**src/rtl/io_uart_tx_pkg.sv**
```systemverilog
// Shared definitions for the memory-mapped I/O UART transmitter.
// Holds FSM encoding, line levels and the I/O register address.
package io_uart_tx_pkg;

    typedef enum logic [2:0] {
        ST_IDLE   = 3'd0,
        ST_START  = 3'd1,
        ST_DATA   = 3'd2,
        ST_PARITY = 3'd3,
        ST_STOP   = 3'd4
    } uart_state_e;

    localparam logic        UART_IDLE_LEVEL    = 1'b1;
    localparam int          BYTES_PER_WORD     = 4;
    localparam logic [31:0] MEM_MAP_IO_ADDRESS = 32'd64;

    // Even parity bit: makes the total count of ones even.
    function automatic logic even_parity(input logic [7:0] b);
        return ^b;
    endfunction

endpackage

```
**src/rtl/io_uart_tx_baud_gen.sv**
```systemverilog
// Bit-period down-counter for the UART transmitter.
// Ports: clk, rst (async high), reload_i (restart period), tick_o (period end).
module io_uart_baud_gen #(
    parameter int CLKS_PER_BIT = 868
) (
    input  logic clk,
    input  logic rst,
    input  logic reload_i,
    output logic tick_o
);

    localparam int CW = (CLKS_PER_BIT > 1) ? $clog2(CLKS_PER_BIT) : 1;
    localparam logic [CW-1:0] RELOAD = CW'(CLKS_PER_BIT - 1);

    logic [CW-1:0] cnt_q;

    always_ff @(posedge clk or posedge rst) begin
        if (rst) begin
            cnt_q <= '0;
        end else if (reload_i) begin
            cnt_q <= RELOAD;
        end else if (cnt_q != '0) begin
            cnt_q <= cnt_q - CW'(1);
        end
    end

    // Reloading to N-1 and ticking at zero gives exactly N cycles per period.
    assign tick_o = (cnt_q == '0);

endmodule

```
**src/rtl/io_uart_tx.sv**
```systemverilog
// Serializes each new value of the memory-mapped I/O register as 4 UART bytes.
// Ports: clk, rst (async high), io_val (I/O register), tx (serial line),
// busy (word in flight), overrun (pending value replaced before sending).
// Build option: define IO_UART_TX_PARITY_EN to add an even parity bit per byte.
module io_uart_tx
    import io_uart_tx_pkg::*;
#(
    parameter int BUS_WIDTH    = 32,
    parameter int CLKS_PER_BIT = 868
) (
    input  logic                 clk,
    input  logic                 rst,
    input  logic [BUS_WIDTH-1:0] io_val,
    output logic                 tx,
    output logic                 busy,
    output logic                 overrun
);

    localparam logic [1:0] LAST_BYTE = 2'(BYTES_PER_WORD - 1);

    uart_state_e          state_q;
    logic [BUS_WIDTH-1:0] prev_val_q;
    logic [BUS_WIDTH-1:0] shift_q;
    logic [BUS_WIDTH-1:0] pend_word_q;
    logic                 pending_q;
    logic [2:0]           bit_idx_q;
    logic [1:0]           byte_idx_q;
    logic                 tx_q;
    logic                 busy_q;
    logic                 overrun_q;

    logic       tick;
    logic       reload;
    logic       new_val;
    logic       last_stop;
    logic [7:0] cur_byte;
    logic [2:0] nxt_bit;

    assign new_val   = (io_val != prev_val_q);
    assign cur_byte  = shift_q[{byte_idx_q, 3'b000} +: 8];
    assign nxt_bit   = bit_idx_q + 3'd1;
    assign last_stop = (state_q == ST_STOP) && tick && (byte_idx_q == LAST_BYTE);

    // Counter is held at full period while idle, so START lasts a whole bit.
    assign reload = (state_q == ST_IDLE) || tick;

    io_uart_baud_gen #(
        .CLKS_PER_BIT(CLKS_PER_BIT)
    ) u_baud (
        .clk     (clk),
        .rst     (rst),
        .reload_i(reload),
        .tick_o  (tick)
    );

    always_ff @(posedge clk or posedge rst) begin
        if (rst) begin
            state_q     <= ST_IDLE;
            prev_val_q  <= '0;
            shift_q     <= '0;
            pend_word_q <= '0;
            pending_q   <= 1'b0;
            bit_idx_q   <= '0;
            byte_idx_q  <= '0;
            tx_q        <= UART_IDLE_LEVEL;
            busy_q      <= 1'b0;
            overrun_q   <= 1'b0;
        end else begin
            prev_val_q <= io_val;
            overrun_q  <= 1'b0;

            // Mid-word arrivals go to the one-deep buffer, newest wins.
            // The final STOP edge handles its own arrival below.
            if (new_val && (state_q != ST_IDLE) && !last_stop) begin
                pend_word_q <= io_val;
                pending_q   <= 1'b1;
                overrun_q   <= pending_q;
            end

            unique case (state_q)
                ST_IDLE: begin
                    if (new_val) begin
                        shift_q    <= io_val;
                        byte_idx_q <= '0;
                        state_q    <= ST_START;
                        tx_q       <= 1'b0;
                        busy_q     <= 1'b1;
                    end
                end
                ST_START: begin
                    if (tick) begin
                        state_q   <= ST_DATA;
                        bit_idx_q <= '0;
                        tx_q      <= cur_byte[0];
                    end
                end
                ST_DATA: begin
                    if (tick) begin
                        if (bit_idx_q == 3'd7) begin
`ifdef IO_UART_TX_PARITY_EN
                            state_q <= ST_PARITY;
                            tx_q    <= even_parity(cur_byte);
`else
                            state_q <= ST_STOP;
                            tx_q    <= UART_IDLE_LEVEL;
`endif
                        end else begin
                            bit_idx_q <= nxt_bit;
                            tx_q      <= cur_byte[nxt_bit];
                        end
                    end
                end
`ifdef IO_UART_TX_PARITY_EN
                ST_PARITY: begin
                    if (tick) begin
                        state_q <= ST_STOP;
                        tx_q    <= UART_IDLE_LEVEL;
                    end
                end
`endif
                ST_STOP: begin
                    if (tick) begin
                        if (byte_idx_q != LAST_BYTE) begin
                            byte_idx_q <= byte_idx_q + 2'd1;
                            state_q    <= ST_START;
                            tx_q       <= 1'b0;
                        end else if (pending_q) begin
                            // Buffered word goes out with no idle gap; a
                            // same-cycle arrival refills the freed slot.
                            shift_q     <= pend_word_q;
                            pending_q   <= new_val;
                            if (new_val) begin
                                pend_word_q <= io_val;
                            end
                            byte_idx_q  <= '0;
                            state_q     <= ST_START;
                            tx_q        <= 1'b0;
                        end else if (new_val) begin
                            shift_q    <= io_val;
                            byte_idx_q <= '0;
                            state_q    <= ST_START;
                            tx_q       <= 1'b0;
                        end else begin
                            state_q <= ST_IDLE;
                            tx_q    <= UART_IDLE_LEVEL;
                            busy_q  <= 1'b0;
                        end
                    end
                end
                default: begin
                    state_q <= ST_IDLE;
                    tx_q    <= UART_IDLE_LEVEL;
                    busy_q  <= 1'b0;
                end
            endcase
        end
    end

    assign tx      = tx_q;
    assign busy    = busy_q;
    assign overrun = overrun_q;

endmodule
```
**config.mk**
```make
export PLATFORM = sky130hd
export DESIGN_NAME = io_uart_tx
export DESIGN_NICKNAME = d
export VERILOG_FILES = /design/src/rtl/io_uart_tx_pkg.sv /design/src/rtl/io_uart_tx_baud_gen.sv /design/src/rtl/io_uart_tx.sv
export SDC_FILE = /design/constraint.sdc
export NUM_CORES = 1
export LEC_CHECK = 0
export ABC_CLOCK_PERIOD_IN_PS = 3400
export BUFFER_PORTS_ARGS = -buffer_cell sky130_fd_sc_hd__buf_2
export CORE_ASPECT_RATIO = 1.5
export CORE_UTILIZATION = 45
export CTS_BUF_LIST = sky130_fd_sc_hd__clkbuf_16
export CTS_CLUSTER_DIAMETER = 50
export DETAILED_ROUTE_END_ITERATION = 6
export PLACE_DENSITY_LB_ADDON = 0.12
export SYNTH_ARGS = -nofsm -noshare
export SYNTH_HDL_FRONTEND = slang
export SYNTH_SLANG_ARGS = --single-unit
```
**constraint.sdc**
```tcl
create_clock -name clk -period 3.4 [get_ports clk]
set_clock_uncertainty 0.1 [all_clocks]
set_input_delay 0.34 -clock clk [delete_from_list [all_inputs] [get_ports clk]]
set_output_delay 0.34 -clock clk [all_outputs]
set_load 0.05 [all_outputs]
```
==> run_summary.xml, run 1 <==
<?xml version="1.0" encoding="UTF-8"?>
<metrics>
  <group name="critical_path">
    <metric name="cp_data_required_time" unit="ps">3640</metric>
    <metric name="cp.depth" unit="">9</metric>
    <metric name="critPathMaxFanout" unit="">13</metric>
    <metric name="r2r.worst_path.cells" unit="">7</metric>
    <metric name="critPathTopFamily" unit="">buffers and inverters</metric>
    <metric name="cp-end-kind" unit="">flip-flop</metric>
    <metric name="timing.setup.critical_path_class" unit="">input port to flip-flop</metric>
    <metric name="cp_num_buf_inv" unit="">3</metric>
    <metric name="timing.critical_path.slowest_cell_delay" unit="ps">650</metric>
    <metric name="worst_ep_arrival_time" unit="ps">3350</metric>
    <metric name="cpMaxStageDelayCell" unit="">sky130_fd_sc_hd__o31ai_4</metric>
    <metric name="cp-start-kind" unit="">input port</metric>
    <metric name="critical_path.cell_chain" unit="">dlygate4sd3_1 &gt; buf_2 &gt; xor2_1 &gt; nor4_1 &gt; nand4_1 &gt; o31ai_4 &gt; buf_4 &gt; o22ai_1 &gt; a2bb2oi_2</metric>
  </group>
  <group name="job">
    <metric name="total_of_max_cap_violations" unit="">0</metric>
  </group>
  <group name="clocking">
    <metric name="clock_tree.htree_level_count" unit="">4</metric>
    <metric name="cts_made_buffers" unit="">17</metric>
    <metric name="clock_tree_from_tritoncts" unit="">done</metric>
    <metric name="cts_hold_buf" unit="">27</metric>
    <metric name="clkSinkCount" unit="">118</metric>
    <metric name="clock_insertion_delay_worst_skew" unit="ps">410</metric>
    <metric name="worst_setup_hold_path_clk_slew" unit="ps">50</metric>
    <metric name="number_of_buffers_between_clock_root_and_the_deepest_sink" unit="">2</metric>
    <metric name="cts_repair_resize_count" unit="">0</metric>
    <metric name="postCtsSetupBuffers" unit="">0</metric>
    <metric name="ctsRootBufferMaster" unit="">sky130_fd_sc_hd__clkbuf_16</metric>
  </group>
  <group name="global_route">
    <metric name="grt_first_pass_wirelength" unit="mm">19.3</metric>
    <metric name="grt_start_max_net_pins" unit="">119</metric>
    <metric name="antenna_found_initial" unit="">0</metric>
    <metric name="first_global_vias" unit="">3586</metric>
    <metric name="grt_overflow" unit="">0</metric>
    <metric name="track_usage" unit="%">20.6</metric>
  </group>
  <group name="yosys">
    <metric name="synth_commonest_cells" unit="">sky130_fd_sc_hd__dfrtp_1 (117), sky130_fd_sc_hd__o22ai_1 (34), sky130_fd_sc_hd__xor2_1 (34)</metric>
    <metric name="yosys.cell_count.top_type" unit="">sky130_fd_sc_hd__dfrtp_1</metric>
    <metric name="synth.net_count" unit="">450</metric>
    <metric name="post_synth_inst_count" unit="">411</metric>
    <metric name="synthFlopType" unit="">sky130_fd_sc_hd__dfrtp_1</metric>
    <metric name="yosys_register_bits" unit="">118</metric>
    <metric name="netlist_top_cells_area" unit="">sky130_fd_sc_hd__dfrtp_1 (54%), sky130_fd_sc_hd__a2bb2oi_2 (8.3%), sky130_fd_sc_hd__mux2_2 (6.7%)</metric>
    <metric name="synth_edf_count" unit="">0</metric>
    <metric name="cell_variety_after_synth" unit="">50</metric>
    <metric name="yosys_warnings" unit="">0</metric>
    <metric name="area_of_the_mapped_netlist" unit="µm²">5400</metric>
    <metric name="async_flop_share" unit="%">100</metric>
    <metric name="syn_avg_cell_area" unit="µm²">13.1</metric>
    <metric name="sequential_share_of_the_synthesized_area" unit="%">54.7</metric>
    <metric name="synth.largest_area_cell" unit="">sky130_fd_sc_hd__dfrtp_1</metric>
    <metric name="synthDominantCellAreaShare" unit="%">54.2</metric>
  </group>
  <group name="route">
    <metric name="drc" unit="">0</metric>
    <metric name="met2_wirelength" unit="mm">6.25</metric>
    <metric name="drt_first_iter_violations" unit="">140</metric>
    <metric name="met3RoutedLength" unit="µm">272</metric>
    <metric name="totalWireLength" unit="mm">11.8</metric>
    <metric name="viasPerCell" unit="">5.48</metric>
    <metric name="route.top_layer_used" unit="">met4</metric>
    <metric name="detail-route-antenna-nets" unit="">0</metric>
    <metric name="routed_metal_1_wire_length" unit="mm">5.02</metric>
    <metric name="first_drt_pass_iteration_count" unit="">4</metric>
    <metric name="vias" unit="">3508</metric>
    <metric name="route.detailed.wl_per_inst" unit="µm">18.4</metric>
  </group>
  <group name="placed_design">
    <metric name="place_ws" unit="ps">433</metric>
    <metric name="place.detailed.hpwl" unit="mm">7.83</metric>
    <metric name="last_weighted_congestion_value_of_the_routability_driven_placer" unit="">0.758</metric>
    <metric name="placed_cell_area" unit="µm²">5770</metric>
    <metric name="buffers_added_on_ports" unit="">36</metric>
  </group>
  <group name="status">
    <metric name="violations" unit="">negative hold slack</metric>
    <metric name="status" unit="">finished, violations left</metric>
  </group>
  <group name="floorplanning">
    <metric name="placeable_core_region" unit="µm²">11600</metric>
    <metric name="dieHeight" unit="µm">136</metric>
    <metric name="ios" unit="">37</metric>
    <metric name="rows" unit="">48</metric>
    <metric name="start_util" unit="%">46.6</metric>
    <metric name="die_x" unit="µm">91.5</metric>
    <metric name="die_area" unit="µm²">12500</metric>
  </group>
  <group name="finish">
    <metric name="layout-drive-gt1-share" unit="%">32.4</metric>
    <metric name="area.growth.synth_to_final" unit="%">23.9</metric>
    <metric name="count_of_antenna_diodes_in_the_layout" unit="">0</metric>
    <metric name="fin_util" unit="%">57.8</metric>
    <metric name="nets" unit="">516</metric>
    <metric name="post-route-cell-area" unit="µm²">6690</metric>
  </group>
  <group name="pwr">
    <metric name="power.switching_fraction" unit="%">21.2</metric>
    <metric name="seqPwrFrac" unit="%">40.8</metric>
    <metric name="p_sw" unit="W">0.000759</metric>
    <metric name="clkPwrFrac" unit="%">54.6</metric>
    <metric name="cellPowerDensity" unit="nW/µm²">535</metric>
    <metric name="internal-power" unit="W">0.00282</metric>
    <metric name="comb_power_share" unit="%">4.6</metric>
    <metric name="p_leak" unit="nW">2.89</metric>
    <metric name="ir_drop" unit="µV">383</metric>
  </group>
  <group name="timing">
    <metric name="timing.hold.ws" unit="ps">-5.36</metric>
    <metric name="drv_slew" unit="">0</metric>
    <metric name="layout_setup_ws" unit="ps">282</metric>
    <metric name="setup_total_negative_slack" unit="ps">0</metric>
    <metric name="worst_slew_margin_rel" unit="%">55.2</metric>
    <metric name="clock.fmax" unit="MHz">321</metric>
    <metric name="finalSetupViolCount" unit="">0</metric>
    <metric name="final.period_utilization" unit="%">91.7</metric>
    <metric name="finalWorstPathRequiredPeriod" unit="ps">3120</metric>
    <metric name="worst-slew-pin-transition" unit="ps">666</metric>
    <metric name="final_hold_viol_count" unit="">5</metric>
    <metric name="rsz0062_at_grt" unit="">false</metric>
  </group>
  <group name="worst_hold_path">
    <metric name="hp-class" unit="">input port to asynchronous set/reset pin</metric>
  </group>
</metrics>
==> per-layer routing <==
metal  up-vias  global-route usage [%]
li1       1660                       -
met4         0                    8.55
met2        56                    36.1
met3        16                    3.86
met5         -                       0
met1      1776                    24.9
==> logic make-up (layout without fill, tap and decap cells) <==
family | count (synthesis) | after routing | share of synthesized area [%]
xor gates and xnor gates | 38 | 38 | 6.16
AOI/OAI and AO/OA | 98 | 98 | 16.9
DFF | 118 | 118 | 54.7
muxes | 43 | 43 | 10.8
adders and majority gates | 5 | 5 | 1.16
buffers and inverters | 35 | 114 | 3.08
and+or+nand+nor | 74 | 74 | 7.18
==> placed cells by master, fill, tap and decap left out, drive strengths merged, types with 3 or more instances in the layout <==
| master | count |
|---|---|
| o21ai | 3 |
| buf | 47 |
| mux2 | 33 |
| xnor2 | 4 |
| or3 | 5 |
| dlygate4sd3 | 27 |
| clkbuf | 17 |
| ha | 5 |
| a2bb2oi | 32 |
| nor4 | 9 |
| nand3 | 9 |
| a21oi | 13 |
| bufinv | 5 |
| clkinvlp | 3 |
| mux4 | 9 |
| o22ai | 34 |
| nor2 | 16 |
| nor3 | 6 |
| nand2 | 15 |
| xor2 | 34 |
| and3 | 3 |
| inv | 9 |
| dfrtp | 117 |
| clkinv | 6 |
==> power by group through the flow <==
stage | Sequential (W) | Combinational (W) | Clock, W
after floorplan | 0.00148 | 0.0000774 | 0
after CTS | 0.00146 | 0.000170 | 0.00199
after global placement | 0.00148 | 0.000144 | 0
after global routing | 0.00147 | 0.000184 | 0.00204
after detailed placement | 0.00149 | 0.000145 | 0
final | 0.00146 | 0.000165 | 0.00195
==> state kept, by name (all words and copies together) (netlist names), 2 cells and up <==
signal,flops
u_baud.cnt_q,10
pend_word_q,32
state_q,3
prev_val_q,32
bit_idx_q,3
byte_idx_q,2
shift_q,32
==> layout make-up <==
cell class                 instances  area [µm²]
sequential                       118        2950
timing repair buffer              74         571
fill                             967        4900
clock buffer                      17         425
multi-input combinational        258        2300
inverter                           8        33.8
tap                              150         188
clock inverter                    15         226
==> through the flow <==
step	std cells	hold slack [ps]	total power, W
4_1_cts	640	0.601	0.00362
3_3_place_gp	581	352	0.00163
3_5_place_dp	581	360	0.00163
6_report	640	-5.36	0.00358
5_1_grt	640	1.77	0.00369
2_1_floorplan	411	271	0.00156
==> tightest hold or removal path, delay by kind of cell <==
kind     cells  cell delay (ps)
buf+inv      3              610
==> path summary, 6_finish.rpt <==
check / from / endpoint / slack, ps
max: io_val[9] / shift_q[15] / 280
min: rst / u_baud.cnt_q[7] / -5
max reg2reg: prev_val_q[9] / shift_q[15] / 510
min reg2reg: u_baud.cnt_q[0] / u_baud.cnt_q[0] / 360
max in group asynchronous: rst / shift_q[24] / 2680
min in group clk: io_val[31] / prev_val_q[31] / 10
Power figures use the tool's default switching activity.
==> inputs of run 2 (changes only) <==
- ABC_CLOCK_PERIOD_IN_PS: 3400 -> 2600
- PLACE_DENSITY_LB_ADDON: 0.12 -> not set
- RECOVER_POWER: not set -> 25
- clock period: 3.4 -> 2.6 ns (I/O delays scaled with it)
==> run_summary.xml, run 2 (same netlist as run 1, synthesis figures left out) <==
<?xml version="1.0" encoding="UTF-8"?>
<metrics>
  <group name="floorplanning">
    <metric name="placeable_core_region" unit="µm²">11600</metric>
    <metric name="ios" unit="">37</metric>
    <metric name="dieHeight" unit="µm">136</metric>
    <metric name="rows" unit="">48</metric>
    <metric name="die_area" unit="µm²">12500</metric>
    <metric name="start_util" unit="%">46.6</metric>
    <metric name="die_x" unit="µm">91.5</metric>
  </group>
  <group name="critical_path">
    <metric name="critPathMaxFanout" unit="">11</metric>
    <metric name="r2r_setup_slack" unit="ps">110</metric>
    <metric name="cp_data_required_time" unit="ps">2780</metric>
    <metric name="cp-end-kind" unit="">flip-flop</metric>
    <metric name="cpMaxStageDelayCell" unit="">sky130_fd_sc_hd__dlygate4sd3_1</metric>
    <metric name="timing.critical_path.slowest_cell_delay" unit="ps">530</metric>
    <metric name="r2r.worst_path.cells" unit="">9</metric>
    <metric name="critical_path.cell_chain" unit="">dlygate4sd3_1 &gt; buf_2 &gt; xor2_1 &gt; nor4_2 &gt; nand4_1 &gt; nor3_2 &gt; buf_4 &gt; a21boi_4 &gt; buf_12 &gt; clkbuf_16 &gt; a2bb2oi_2</metric>
    <metric name="worst_ep_arrival_time" unit="ps">2720</metric>
    <metric name="worstReg2RegStart" unit="">u_baud.cnt_q[4]</metric>
    <metric name="timing.setup.critical_path_class" unit="">input port to flip-flop</metric>
    <metric name="cp-start-kind" unit="">input port</metric>
    <metric name="timing.rr.end" unit="">shift_q[31]</metric>
  </group>
  <group name="pwr">
    <metric name="cellPowerDensity" unit="nW/µm²">626</metric>
    <metric name="internal-power" unit="W">0.00336</metric>
    <metric name="p_leak" unit="nW">2.89</metric>
    <metric name="clkPwrFrac" unit="%">50.3</metric>
    <metric name="p_sw" unit="W">0.000940</metric>
    <metric name="seqPwrFrac" unit="%">44.5</metric>
    <metric name="ir_drop" unit="µV">503</metric>
    <metric name="comb_power_share" unit="%">5.2</metric>
    <metric name="power.switching_fraction" unit="%">21.9</metric>
  </group>
  <group name="route">
    <metric name="vias" unit="">3715</metric>
    <metric name="drt_first_iter_violations" unit="">136</metric>
    <metric name="drc" unit="">0</metric>
    <metric name="first_drt_pass_iteration_count" unit="">4</metric>
    <metric name="totalWireLength" unit="mm">12.7</metric>
    <metric name="detail-route-antenna-nets" unit="">0</metric>
    <metric name="viasPerCell" unit="">5.62</metric>
    <metric name="route.detailed.wl_per_inst" unit="µm">19.2</metric>
  </group>
  <group name="worst_hold_path">
    <metric name="hold_path_startpoint" unit="">io_val[1]</metric>
    <metric name="min_delay_worst_endpoint" unit="">pend_word_q[1]</metric>
    <metric name="hp-class" unit="">input port to flip-flop</metric>
    <metric name="min_path_cells" unit="">2</metric>
  </group>
  <group name="timing">
    <metric name="worst-slew-pin-transition" unit="ps">1200</metric>
    <metric name="setup_total_negative_slack" unit="ps">0</metric>
    <metric name="clock.fmax" unit="MHz">394</metric>
    <metric name="layout_setup_ws" unit="ps">64.0</metric>
    <metric name="worst_slew_margin_rel" unit="%">20.1</metric>
    <metric name="finalWorstPathRequiredPeriod" unit="ps">2540</metric>
    <metric name="final_hold_viol_count" unit="">0</metric>
    <metric name="drv_slew" unit="">0</metric>
    <metric name="final.period_utilization" unit="%">97.5</metric>
    <metric name="rsz0062_at_grt" unit="">false</metric>
    <metric name="finalSetupViolCount" unit="">0</metric>
  </group>
  <group name="finish">
    <metric name="area.growth.synth_to_final" unit="%">27.0</metric>
    <metric name="biggestRegsByFlops" unit="">pend_word_q (32), prev_val_q (32), shift_q (32)</metric>
    <metric name="layout-drive-gt1-share" unit="%">28.2</metric>
    <metric name="commonest_non_fill_non_tap_cells_in_the_layout" unit="">sky130_fd_sc_hd__dfrtp_1 (117), sky130_fd_sc_hd__xor2_1 (34), sky130_fd_sc_hd__o22ai_1 (34), sky130_fd_sc_hd__dlygate4sd3_1 (33)</metric>
    <metric name="nets" unit="">538</metric>
    <metric name="count_of_antenna_diodes_in_the_layout" unit="">0</metric>
    <metric name="fin_util" unit="%">59.2</metric>
    <metric name="post-route-cell-area" unit="µm²">6860</metric>
    <metric name="final_common_cell" unit="">sky130_fd_sc_hd__dfrtp_1</metric>
  </group>
  <group name="global_route">
    <metric name="first_global_vias" unit="">4003</metric>
    <metric name="track_usage" unit="%">22.1</metric>
    <metric name="grt_first_pass_wirelength" unit="mm">20.6</metric>
    <metric name="antenna_found_initial" unit="">0</metric>
    <metric name="grt_overflow" unit="">0</metric>
    <metric name="grt_start_max_net_pins" unit="">72</metric>
  </group>
  <group name="clocking">
    <metric name="worst_setup_hold_path_clk_slew" unit="ps">50</metric>
    <metric name="clkSinkCount" unit="">118</metric>
    <metric name="cts_made_buffers" unit="">17</metric>
    <metric name="number_of_buffers_between_clock_root_and_the_deepest_sink" unit="">2</metric>
    <metric name="clock_insertion_delay_worst_skew" unit="ps">410</metric>
    <metric name="ctsRootBufferMaster" unit="">sky130_fd_sc_hd__clkbuf_16</metric>
    <metric name="clock_tree_from_tritoncts" unit="">done</metric>
    <metric name="clock_tree.htree_level_count" unit="">4</metric>
  </group>
  <group name="placed_design">
    <metric name="place.detailed.hpwl" unit="mm">8.01</metric>
    <metric name="place_ws" unit="ps">-99.8</metric>
    <metric name="placed_cell_area" unit="µm²">5860</metric>
    <metric name="buffers_added_on_ports" unit="">36</metric>
    <metric name="last_weighted_congestion_value_of_the_routability_driven_placer" unit="">0.783</metric>
  </group>
  <group name="job">
    <metric name="total_of_max_cap_violations" unit="">0</metric>
  </group>
  <group name="status">
    <metric name="status" unit="">completed</metric>
  </group>
</metrics>
## run 2: metal layers
metal	vias up	track usage (%)	wire length, µm
met2	78	40.3	6970
met5	-	0	0
met4	0	10.1	352
met1	1887	25.1	5040
li1	1721	-	-
met3	29	3.97	348
## run 2: repair_timing
item | in CTS | in global routing
setup endpoints to repair | 64 | 64
buffers inserted | 1 | 2
pin swaps | 1 | 3
resized for setup | 6 | 4
endpoints found under the hold margin | 78 | 0
hold buffers | 33 | 0
gates cloned | 1 | 3
## run 2: layout make-up
class / count / area [µm²]
clock buffers: 17 / 425
clock inverters: 14 / 119
fillers: 951 / 4730
inverters: 8 / 33.8
multi-input cells: 258 / 2340
flip-flops and latches: 118 / 2950
well taps: 150 / 188
repair buffers: 96 / 805
## run 2: worst max-delay path by stage
stage / start / end / depth (start not counted)
6_report: io_val[30] / shift_q[13] / 11
4_1_cts: u_baud.cnt_q[0] / shift_q[31] / 10
5_1_grt: io_val[25] / shift_q[13] / 11
3_5_place_dp: io_val[12] / pend_word_q[19] / 8
3_3_place_gp: io_val[12] / pend_word_q[25] / 8
2_1_floorplan: prev_val_q[19] / pend_word_q[10] / 8
## run 2: through the flow
stage	std cells	power [W]	hold WS [ps]
6_report	661	0.00430	102
4_1_cts	656	0.00435	34.5
3_3_place_gp	590	0.00213	319
3_5_place_dp	590	0.00213	324
2_1_floorplan	411	0.00204	191
5_1_grt	661	0.00443	131
## run 2: critical path, delay by kind of cell
family | cells | cell delay [ps]
XOR/XNOR | 1 | 150
AO/OA/AOI/OAI | 2 | 210
AND/OR/NAND/NOR | 3 | 840
buffers and inverters | 5 | 1240
## run 2: power groups by stage
stage	sequential [W]	combinational, W	clock, W
after CTS	0.00191	0.000233	0.00220
after global placement	0.00194	0.000187	0
after global routing	0.00192	0.000248	0.00227
final	0.00191	0.000222	0.00216
after detailed placement	0.00194	0.000190	0
after floorplan	0.00194	0.000101	0
==> inputs of run 3 (changes only) <==
- CORE_UTILIZATION: 45 -> 40
==> run_summary.xml, run 3 (same netlist as run 1, synthesis figures left out) <==
<?xml version="1.0" encoding="UTF-8"?>
<metrics>
  <group name="status">
    <metric name="status" unit="">completed</metric>
  </group>
  <group name="timing">
    <metric name="finalSetupViolCount" unit="">0</metric>
    <metric name="drv_slew" unit="">0</metric>
    <metric name="rsz0062_at_grt" unit="">true</metric>
    <metric name="worst_slew_margin_rel" unit="%">19.7</metric>
    <metric name="clock.fmax" unit="MHz">394</metric>
    <metric name="layout_setup_ws" unit="ps">64.0</metric>
    <metric name="final.period_utilization" unit="%">97.5</metric>
    <metric name="final_hold_viol_count" unit="">0</metric>
    <metric name="setup_total_negative_slack" unit="ps">0</metric>
    <metric name="finalWorstPathRequiredPeriod" unit="ps">2540</metric>
    <metric name="worst-slew-pin-transition" unit="ps">1210</metric>
  </group>
  <group name="clocking">
    <metric name="cts_made_buffers" unit="">17</metric>
    <metric name="clkSinkCount" unit="">118</metric>
    <metric name="clock_tree_from_tritoncts" unit="">done</metric>
    <metric name="number_of_buffers_between_clock_root_and_the_deepest_sink" unit="">2</metric>
    <metric name="clock_tree.htree_level_count" unit="">4</metric>
    <metric name="clock_insertion_delay_worst_skew" unit="ps">410</metric>
    <metric name="ctsRootBufferMaster" unit="">sky130_fd_sc_hd__clkbuf_16</metric>
    <metric name="worst_setup_hold_path_clk_slew" unit="ps">50</metric>
  </group>
  <group name="placed_design">
    <metric name="place.detailed.hpwl" unit="mm">8.06</metric>
    <metric name="last_weighted_congestion_value_of_the_routability_driven_placer" unit="">0.762</metric>
    <metric name="place_ws" unit="ps">-57.9</metric>
    <metric name="buffers_added_on_ports" unit="">36</metric>
  </group>
  <group name="route">
    <metric name="drc" unit="">0</metric>
    <metric name="drt_first_iter_violations" unit="">262</metric>
    <metric name="totalWireLength" unit="mm">12.1</metric>
    <metric name="viasPerCell" unit="">5.39</metric>
    <metric name="detail-route-antenna-nets" unit="">0</metric>
    <metric name="first_drt_pass_iteration_count" unit="">4</metric>
    <metric name="route.detailed.wl_per_inst" unit="µm">18.2</metric>
    <metric name="vias" unit="">3592</metric>
  </group>
  <group name="finish">
    <metric name="final_common_cell" unit="">sky130_fd_sc_hd__dfrtp_1</metric>
    <metric name="nets" unit="">535</metric>
    <metric name="area.growth.synth_to_final" unit="%">25.3</metric>
    <metric name="biggestRegsByFlops" unit="">pend_word_q (32), prev_val_q (32), shift_q (32)</metric>
    <metric name="count_of_antenna_diodes_in_the_layout" unit="">0</metric>
    <metric name="fin_util" unit="%">51.7</metric>
    <metric name="multi_input_comb_area" unit="µm²">2320</metric>
    <metric name="commonest_non_fill_non_tap_cells_in_the_layout" unit="">sky130_fd_sc_hd__dfrtp_1 (117), sky130_fd_sc_hd__xor2_1 (34), sky130_fd_sc_hd__o22ai_1 (34), sky130_fd_sc_hd__mux2_2 (32), sky130_fd_sc_hd__dlygate4sd3_1 (32)</metric>
    <metric name="layout.area.seq" unit="µm²">2950</metric>
    <metric name="layout-drive-gt1-share" unit="%">28.2</metric>
    <metric name="fillerInstances" unit="">1110</metric>
  </group>
  <group name="critical_path">
    <metric name="cpMaxStageDelayCell" unit="">sky130_fd_sc_hd__or4b_4</metric>
    <metric name="cp-end-kind" unit="">flip-flop</metric>
    <metric name="cp-start-kind" unit="">flip-flop</metric>
    <metric name="critical_path.cell_chain" unit="">inv_2 &gt; ha_1 &gt; or4b_4 &gt; nor3_4 &gt; nand2_1 &gt; a21oi_2 &gt; or2_4 &gt; buf_12 &gt; mux2_2</metric>
    <metric name="critPathMaxFanout" unit="">14</metric>
    <metric name="worst_ep_arrival_time" unit="ps">2730</metric>
    <metric name="cp_data_required_time" unit="ps">2790</metric>
    <metric name="timing.setup.critical_path_class" unit="">flip-flop to flip-flop</metric>
    <metric name="timing.critical_path.slowest_cell_delay" unit="ps">480</metric>
  </group>
  <group name="global_route">
    <metric name="grt_start_max_net_pins" unit="">88</metric>
    <metric name="grt_overflow" unit="">0</metric>
    <metric name="antenna_found_initial" unit="">0</metric>
    <metric name="first_global_vias" unit="">3873</metric>
    <metric name="track_usage" unit="%">18.9</metric>
    <metric name="grt_first_pass_wirelength" unit="mm">20.1</metric>
  </group>
  <group name="pwr">
    <metric name="ir_drop" unit="µV">451</metric>
    <metric name="p_leak" unit="nW">2.86</metric>
    <metric name="total_power" unit="W">0.00421</metric>
    <metric name="cellPowerDensity" unit="nW/µm²">623</metric>
  </group>
  <group name="floorplanning">
    <metric name="rows" unit="">51</metric>
    <metric name="dieHeight" unit="µm">144</metric>
    <metric name="placeable_core_region" unit="µm²">13100</metric>
    <metric name="die_area" unit="µm²">14000</metric>
    <metric name="die_x" unit="µm">96.9</metric>
    <metric name="start_util" unit="%">41.3</metric>
    <metric name="ios" unit="">37</metric>
  </group>
  <group name="job">
    <metric name="total_of_max_cap_violations" unit="">0</metric>
  </group>
  <group name="worst_hold_path">
    <metric name="hp-class" unit="">input port to flip-flop</metric>
  </group>
</metrics>
==> run 3: cell count changes in the layout (fill, tap and decap cells not counted), sizes merged <==
cell,change
buf,-1
bufinv,-1
clkbuf,-1
clkinv,-2
dlygate4sd3,-1
inv,+2
==> run 3: stage by stage <==
stage          hold slack [ps]  instance area, µm²  cells
3_3_place_gp               316                5920    601
5_1_grt                   64.4                6770    666
2_1_floorplan              191                5410    411
6_report                  68.1                6770    666
4_1_cts                   11.0                6770    663
3_5_place_dp               323                5920    601
==> run 3: worst paths after layout <==
check / from / depth (start not counted) / slack, ps / endpoint
max reg2reg: u_baud.cnt_q[0] / 9 / 60 / pend_word_q[12]
min: io_val[30] / 2 / 70 / prev_val_q[30]
max: u_baud.cnt_q[0] / 9 / 60 / pend_word_q[12]
min in group asynchronous: rst / 4 / 560 / u_baud.cnt_q[5]
min reg2reg: tx / 2 / 370 / tx
max in group asynchronous: rst / 4 / 860 / bit_idx_q[0]
==> run 3: timing repair <==
item,in CTS,in global routing
pin swaps,0,2
hold buffers,32,0
setup endpoints to repair,32,64
gates cloned,0,1
endpoints found under the hold margin,148,0
buffers inserted,0,2
gates resized for setup,2,6
==> run 3: layer usage <==
| metal | vias up | wire [µm] | track usage, % |
|---|---|---|---|
| li1 | 1708 | - | - |
| met2 | 44 | 6620 | 34.3 |
| met5 | - | 0 | 0 |
| met4 | 0 | 191 | 7.62 |
| met3 | 18 | 287 | 3.53 |
| met1 | 1822 | 5020 | 21.9 |
==> run 3: final cells by class <==
class                      count  area share [%]
tap                          159            2.94
clock buffer                  17            6.28
multi-input combinational    258            34.3
clock inverter                13            1.42
inverter                       8           0.462
sequential                   118            43.6
timing repair buffer          93            10.9
==> run 3: power breakdown <==
group	switching (W)	leakage (nW)	total (W)	internal [W]
Sequential	0.0000244	1.44	0.00191	0.00189
Clock	0.000811	0.261	0.00209	0.00128
Combinational	0.000119	1.16	0.000213	0.0000937
==> run 3: worst max-delay path, delay by kind of cell (launching register included) <==
family | cells | cell delay (ps)
adder cells (fa/ha/maj) | 1 | 150
multiplexers | 1 | 350
AND/OR/NAND/NOR | 4 | 980
AO/OA/AOI/OAI | 1 | 170
flip-flops | 1 | 410
buffers and inverters | 2 | 250
